`src/rtl/pwm_fader.sv`:
```
// pwm_fader: eight-channel duty ramp sequencer sharing one add/compare unit across a per-tick scan.
module pwm_fader #(
  parameter int CNTR_BITS = 8,
  parameter int STEP_DIV  = 100000
) (
  input  logic                 clk,
  input  logic                 rst,
  input  logic                 cmd_valid,
  output logic                 cmd_ready,
  input  logic [2:0]           cmd_ch,
  input  logic [CNTR_BITS-1:0] cmd_target,
  input  logic [CNTR_BITS-1:0] cmd_step,
  output logic [CNTR_BITS-1:0] duty0,
  output logic [CNTR_BITS-1:0] duty1,
  output logic [CNTR_BITS-1:0] duty2,
  output logic [CNTR_BITS-1:0] duty3,
  output logic [CNTR_BITS-1:0] duty4,
  output logic [CNTR_BITS-1:0] duty5,
  output logic [CNTR_BITS-1:0] duty6,
  output logic [CNTR_BITS-1:0] duty7,
  output logic [7:0]           busy,
  output logic [7:0]           done
);
  localparam int CW = $clog2(STEP_DIV);
  typedef enum logic {IDLE, SCAN} state_t;
  state_t state, state_n;
  logic [CW-1:0] cnt;
  logic [2:0] idx;
  logic tick, accept, up;
  logic [CNTR_BITS-1:0] cur [8];
  logic [CNTR_BITS-1:0] tgt [8];
  logic [CNTR_BITS-1:0] stp [8];
  logic [CNTR_BITS-1:0] c, t, s, diff, nxt;
  assign tick = cnt == CW'(STEP_DIV - 1);
  assign cmd_ready = state == IDLE && !rst;
  assign accept = cmd_valid && cmd_ready;
  assign {duty7, duty6, duty5, duty4, duty3, duty2, duty1, duty0} =
    {cur[7], cur[6], cur[5], cur[4], cur[3], cur[2], cur[1], cur[0]};
  always_ff @(posedge clk)
    state <= rst ? IDLE : state_n;
  always_comb begin
    state_n = state == IDLE ? (tick ? SCAN : IDLE) : (idx == 3'd7 ? IDLE : SCAN);
  end
  // Differences are taken toward the target so a step can never overshoot or wrap.
  always_comb begin
    c = cur[idx];
    t = tgt[idx];
    s = stp[idx];
    up = c < t;
    diff = up ? t - c : c - t;
    nxt = (s == '0 || diff <= s) ? t : (up ? c + s : c - s);
  end
  always_ff @(posedge clk) begin
    if (rst) begin
      cnt <= '0;
      idx <= '0;
      busy <= '0;
      done <= '0;
      for (int i = 0; i < 8; i++) begin
        cur[i] <= '0;
        tgt[i] <= '0;
        stp[i] <= '0;
      end
    end else begin
      cnt <= tick ? '0 : cnt + CW'(1);
      idx <= state == SCAN ? idx + 3'd1 : 3'd0;
      done <= '0;
      if (accept) begin
        tgt[cmd_ch] <= cmd_target;
        stp[cmd_ch] <= cmd_step;
        busy[cmd_ch] <= cmd_target != cur[cmd_ch];
      end
      if (state == SCAN && c != t) begin
        cur[idx] <= nxt;
        if (nxt == t) begin
          busy[idx] <= 1'b0;
          done[idx] <= 1'b1;
        end
      end
    end
  end
endmodule

```
`config.mk`:
```
export PLATFORM = sky130hd
export DESIGN_NAME = pwm_fader
export DESIGN_NICKNAME = d
export VERILOG_FILES = /design/src/rtl/pwm_fader.sv
export SDC_FILE = /design/constraint.sdc
export NUM_CORES = 1
export LEC_CHECK = 0
export ABC_AREA = 1
export BUFFER_PORTS_ARGS = -buffer_cell sky130_fd_sc_hd__buf_2
export CORE_UTILIZATION = 51
export CTS_CLUSTER_SIZE = 40
export DETAILED_ROUTE_END_ITERATION = 6
export PLACE_DENSITY = 0.71
export SYNTH_ARGS = -nofsm -noshare
export SYNTH_HDL_FRONTEND = slang
export SYNTH_SLANG_ARGS = --single-unit
```
`constraint.sdc`:
```
create_clock -name clk -period 9 [get_ports clk]
set_clock_uncertainty 0.1 [all_clocks]
set_input_delay 1.35 -clock clk [delete_from_list [all_inputs] [get_ports clk]]
set_output_delay 1.35 -clock clk [all_outputs]
set_load 0.02 [all_outputs]
```
==> impl_metrics.sql <==
INSERT INTO impl_metrics (metric_group, metric, value, unit) VALUES
('timing', 'final_max_slew_viol_count', '0', ''),
('setup_path', 'peak_per_stage_delay_on_the_critical_path', '760', 'ps'),
('clock_tree', 'tritoncts_clock_tree', 'done', ''),
('timing', 'final_period_minus_worst_setup_slack', '7110', 'ps'),
('clock_tree', 'numCtsBuffers', '25', ''),
('route', 'drt_first_pass_iters', '6', ''),
('final_layout', 'area_delta_synth_final', '13.1', '%'),
('global_route', 'global_route_wire_length_before_repair', '56500', 'µm'),
('placement', 'detailedPlace.worstSlack', '2040', 'ps'),
('min_path', 'hold_path_class', 'flop to flop', ''),
('synth', 'yosysTopAreaCell', 'edfxtp_1', ''),
('clock_tree', 'clockBufferDepth', '3', ''),
('route', 'wirelength', '37300', 'µm'),
('timing', 'slew_headroom', '29.6', '%'),
('die', 'fp.coreArea', '23500', 'µm²'),
('die', 'fp-row-count', '56', ''),
('final_layout', 'layout_fillers', '2056', ''),
('synth', 'yosys_most_used_dff', 'edfxtp_1', ''),
('final_layout', 'count_of_antenna_diodes_in_the_layout', '0', ''),
('timing', 'tightestPinTransition', '1050', 'ps'),
('final_layout', 'utilization', '58.7', '%'),
('global_route', 'grt_pass1_vias', '9790', ''),
('die', 'initial_utilization', '51.9', '%'),
('final_layout', 'num-nets-final', '1540', ''),
('synth', 'synth-async-reset-ratio', '0', '%'),
('setup_path', 'worst-r2r-setup-slack', '1890', 'ps'),
('clock_tree', 'cts_resized', '0', ''),
('final_layout', 'drive_above_1_share', '13.5', '%'),
('timing', 'timing.final.ws_setup', '1890', 'ps'),
('timing', 'period_share', '79.0', '%'),
('synth', 'synthDominantCellAreaShare', '47.3', '%'),
('setup_path', 'reg2reg_launch_point', 'idx[1]$_SDFF_PP0_', ''),
('setup_path', 'crit-reg2reg-capture', 'cur[4][0]$_SDFFCE_PN0P_', ''),
('global_route', 'number_of_antenna_violations_at_the_first_check_in_global_routing', '0', ''),
('final_layout', 'mostFrequentLayoutCells', '329 x nand2_1, 274 x nor2_1, 192 x edfxtp_1, 137 x inv_1, 102 x buf_2', ''),
('clock_tree', 'clkSinkCount', '229', ''),
('clock_tree', 'root_buffer', 'clkbuf_16', ''),
('timing', 'max_clock_freq', '141', 'MHz'),
('placement', 'dp_hpwl', '25500', 'µm'),
('route', 'detail_route.drc_violations', '0', ''),
('synth', 'synth_area', '12200', 'µm²'),
('setup_path', 'worstPathRequired', '9160', 'ps'),
('die', 'die_area', '24500', 'µm²'),
('clock_tree', 'cts_clock_pin_slew_for_the_worst_setup_and_hold_paths', '70', 'ps'),
('synth', 'syn-instance-count', '1389', ''),
('route', 'drt_iter0_drcs', '1190', ''),
('route', 'antenna_violating_nets_post_route', '0', ''),
('setup_path', 'worstSetupStartpointType', 'flop', ''),
('setup_path', 'setup.worst_path.start', 'idx[1]$_SDFF_PP0_', ''),
('min_path', 'hold-path-cell-count', '1', ''),
('setup_path', 'crit_path_max_fanout', '23', ''),
('power', 'p_leak', '6.10', 'nW'),
('power', 'ratio_of_total_power_to_cell_area', '197', 'nW/µm²'),
('clock_tree', 'worstSkewPairLatency', '550', 'ps'),
('setup_path', 'crit_arrival', '7270', 'ps'),
('synth', 'synth.yosys.warnings', '0', ''),
('synth', 'yosysSeqAreaShare', '53.4', '%'),
('setup_path', 'critPathSlowestCell', 'a31oi_1', ''),
('setup_path', 'crit_top_cell', 'nand2_1', ''),
('outcome', 'outcome', 'completed', ''),
('global_route', 'grt_overflow', '0', ''),
('route', 'post_drt_wl_per_cell', '20.5', 'µm'),
('route', 'vias_per_cell', '5.75', ''),
('route', 'detailroute.via_count', '10462', ''),
('die', 'chipHeight', '157', 'µm'),
('setup_path', 'endpoint_kind', 'flop', ''),
('die', 'die_width', '157', 'µm'),
('placement', 'place_congestion', '0.940', ''),
('die', 'floorplan.io_pins', '103', ''),
('synth', 'synth.distinct_cells', '51', ''),
('clock_tree', 'post_cts_hold_buffer_count', '0', '');
==> final cells by class <==
| class | instances | area (µm²) | area share (%) |
|---|---|---|---|
| Sequential cell | 229 | 6510 | 47.2 |
| Multi-Input combinational cell | 957 | 4820 | 35.0 |
| Clock buffer | 27 | 633 | 4.59 |
| Inverter | 157 | 592 | 4.29 |
| Timing Repair Buffer | 111 | 578 | 4.19 |
| Tap cell | 319 | 399 | 2.90 |
| Clock inverter | 19 | 250 | 1.82 |
==> cells by family after synthesis <==
family | count (synthesis) | share of synthesized area [%]
compound gates | 174 | 8.92
xor+xnor | 25 | 1.80
fa+ha+maj | 37 | 3.98
buf+inv | 203 | 7.06
flops | 229 | 53.4
mux | 1 | 0.0821
simple gates | 720 | 24.8
==> cell usage after synthesis, drive strengths merged (3+ instances only) <==
master	number
o2bb2ai	8
nor3	9
or2	3
edfxtp	192
o21ai	73
inv	153
o211ai	7
a22oi	5
dfxtp	37
a31oi	4
nand2	339
clkinv	4
nor2	284
a221oi	13
xor2	22
o22ai	13
nor4	4
clkbuf	25
ha	34
nand3	44
nand4	27
fa	3
buf	21
a21oi	34
a211oi	3
a22o	7
nor3b	6
xnor2	3
==> registers in the layout, indices dropped and copies added, names as in the netlist <==
register  flops
done          8
cur          64
busy          8
cnt          17
idx           3
stp          64
tgt          64
state         1
==> how the worst min path moves through the flow <==
| stage | start | end |
|---|---|---|
| 6_report | cnt[0]$_SDFF_PP0_ | cnt[0]$_SDFF_PP0_ |
| 5_1_grt | cnt[0]$_SDFF_PP0_ | cnt[0]$_SDFF_PP0_ |
| 4_1_cts | cnt[0]$_SDFF_PP0_ | cnt[0]$_SDFF_PP0_ |
| 3_5_place_dp | cnt[0]$_SDFF_PP0_ | cnt[0]$_SDFF_PP0_ |
| 3_3_place_gp | cnt[0]$_SDFF_PP0_ | cnt[0]$_SDFF_PP0_ |
| 2_1_floorplan | cnt[0]$_SDFF_PP0_ | cnt[0]$_SDFF_PP0_ |
==> layer usage <==
layer	track usage, %	up-vias	routed length (µm)
met2	48.3	653	16700
li1	-	4794	-
met5	0	-	0
met3	5.95	121	3810
met1	41.9	4894	14900
met4	14.2	0	1830
==> worst max-delay path: cells and delay by family, from the launching register on <==
family,cells,cell delay (ps)
buffers and inverters,7,1570
adders and majority gates,3,880
DFF,1,310
and+or+nand+nor,13,2140
AOI/OAI and AO/OA,5,1640
xor gates and xnor gates,1,150
==> through the flow <==
stage               total power, mW  hold WS [ps]  instances  area, µm²
floorplan                      1.49           318       1389      12200
global placement               1.61           331       1773      12900
detailed placement             1.62           340       1773      12900
CTS                            2.70           353       1819      13800
global route                   2.79           390       1819      13800
finish                         2.71           347       1819      13800
==> where the power goes <==
| part | internal [mW] | switching (mW) | total (mW) | leakage, nW |
|---|---|---|---|---|
| clock | 0.660 | 0.445 | 1.10 | 0.436 |
| sequential | 1.19 | 0.0238 | 1.21 | 2.29 |
| combinational | 0.104 | 0.293 | 0.396 | 3.38 |
| total | 1.95 | 0.761 | 2.71 | 6.10 |
No activity file was read; power rests on OpenSTA's default activity.
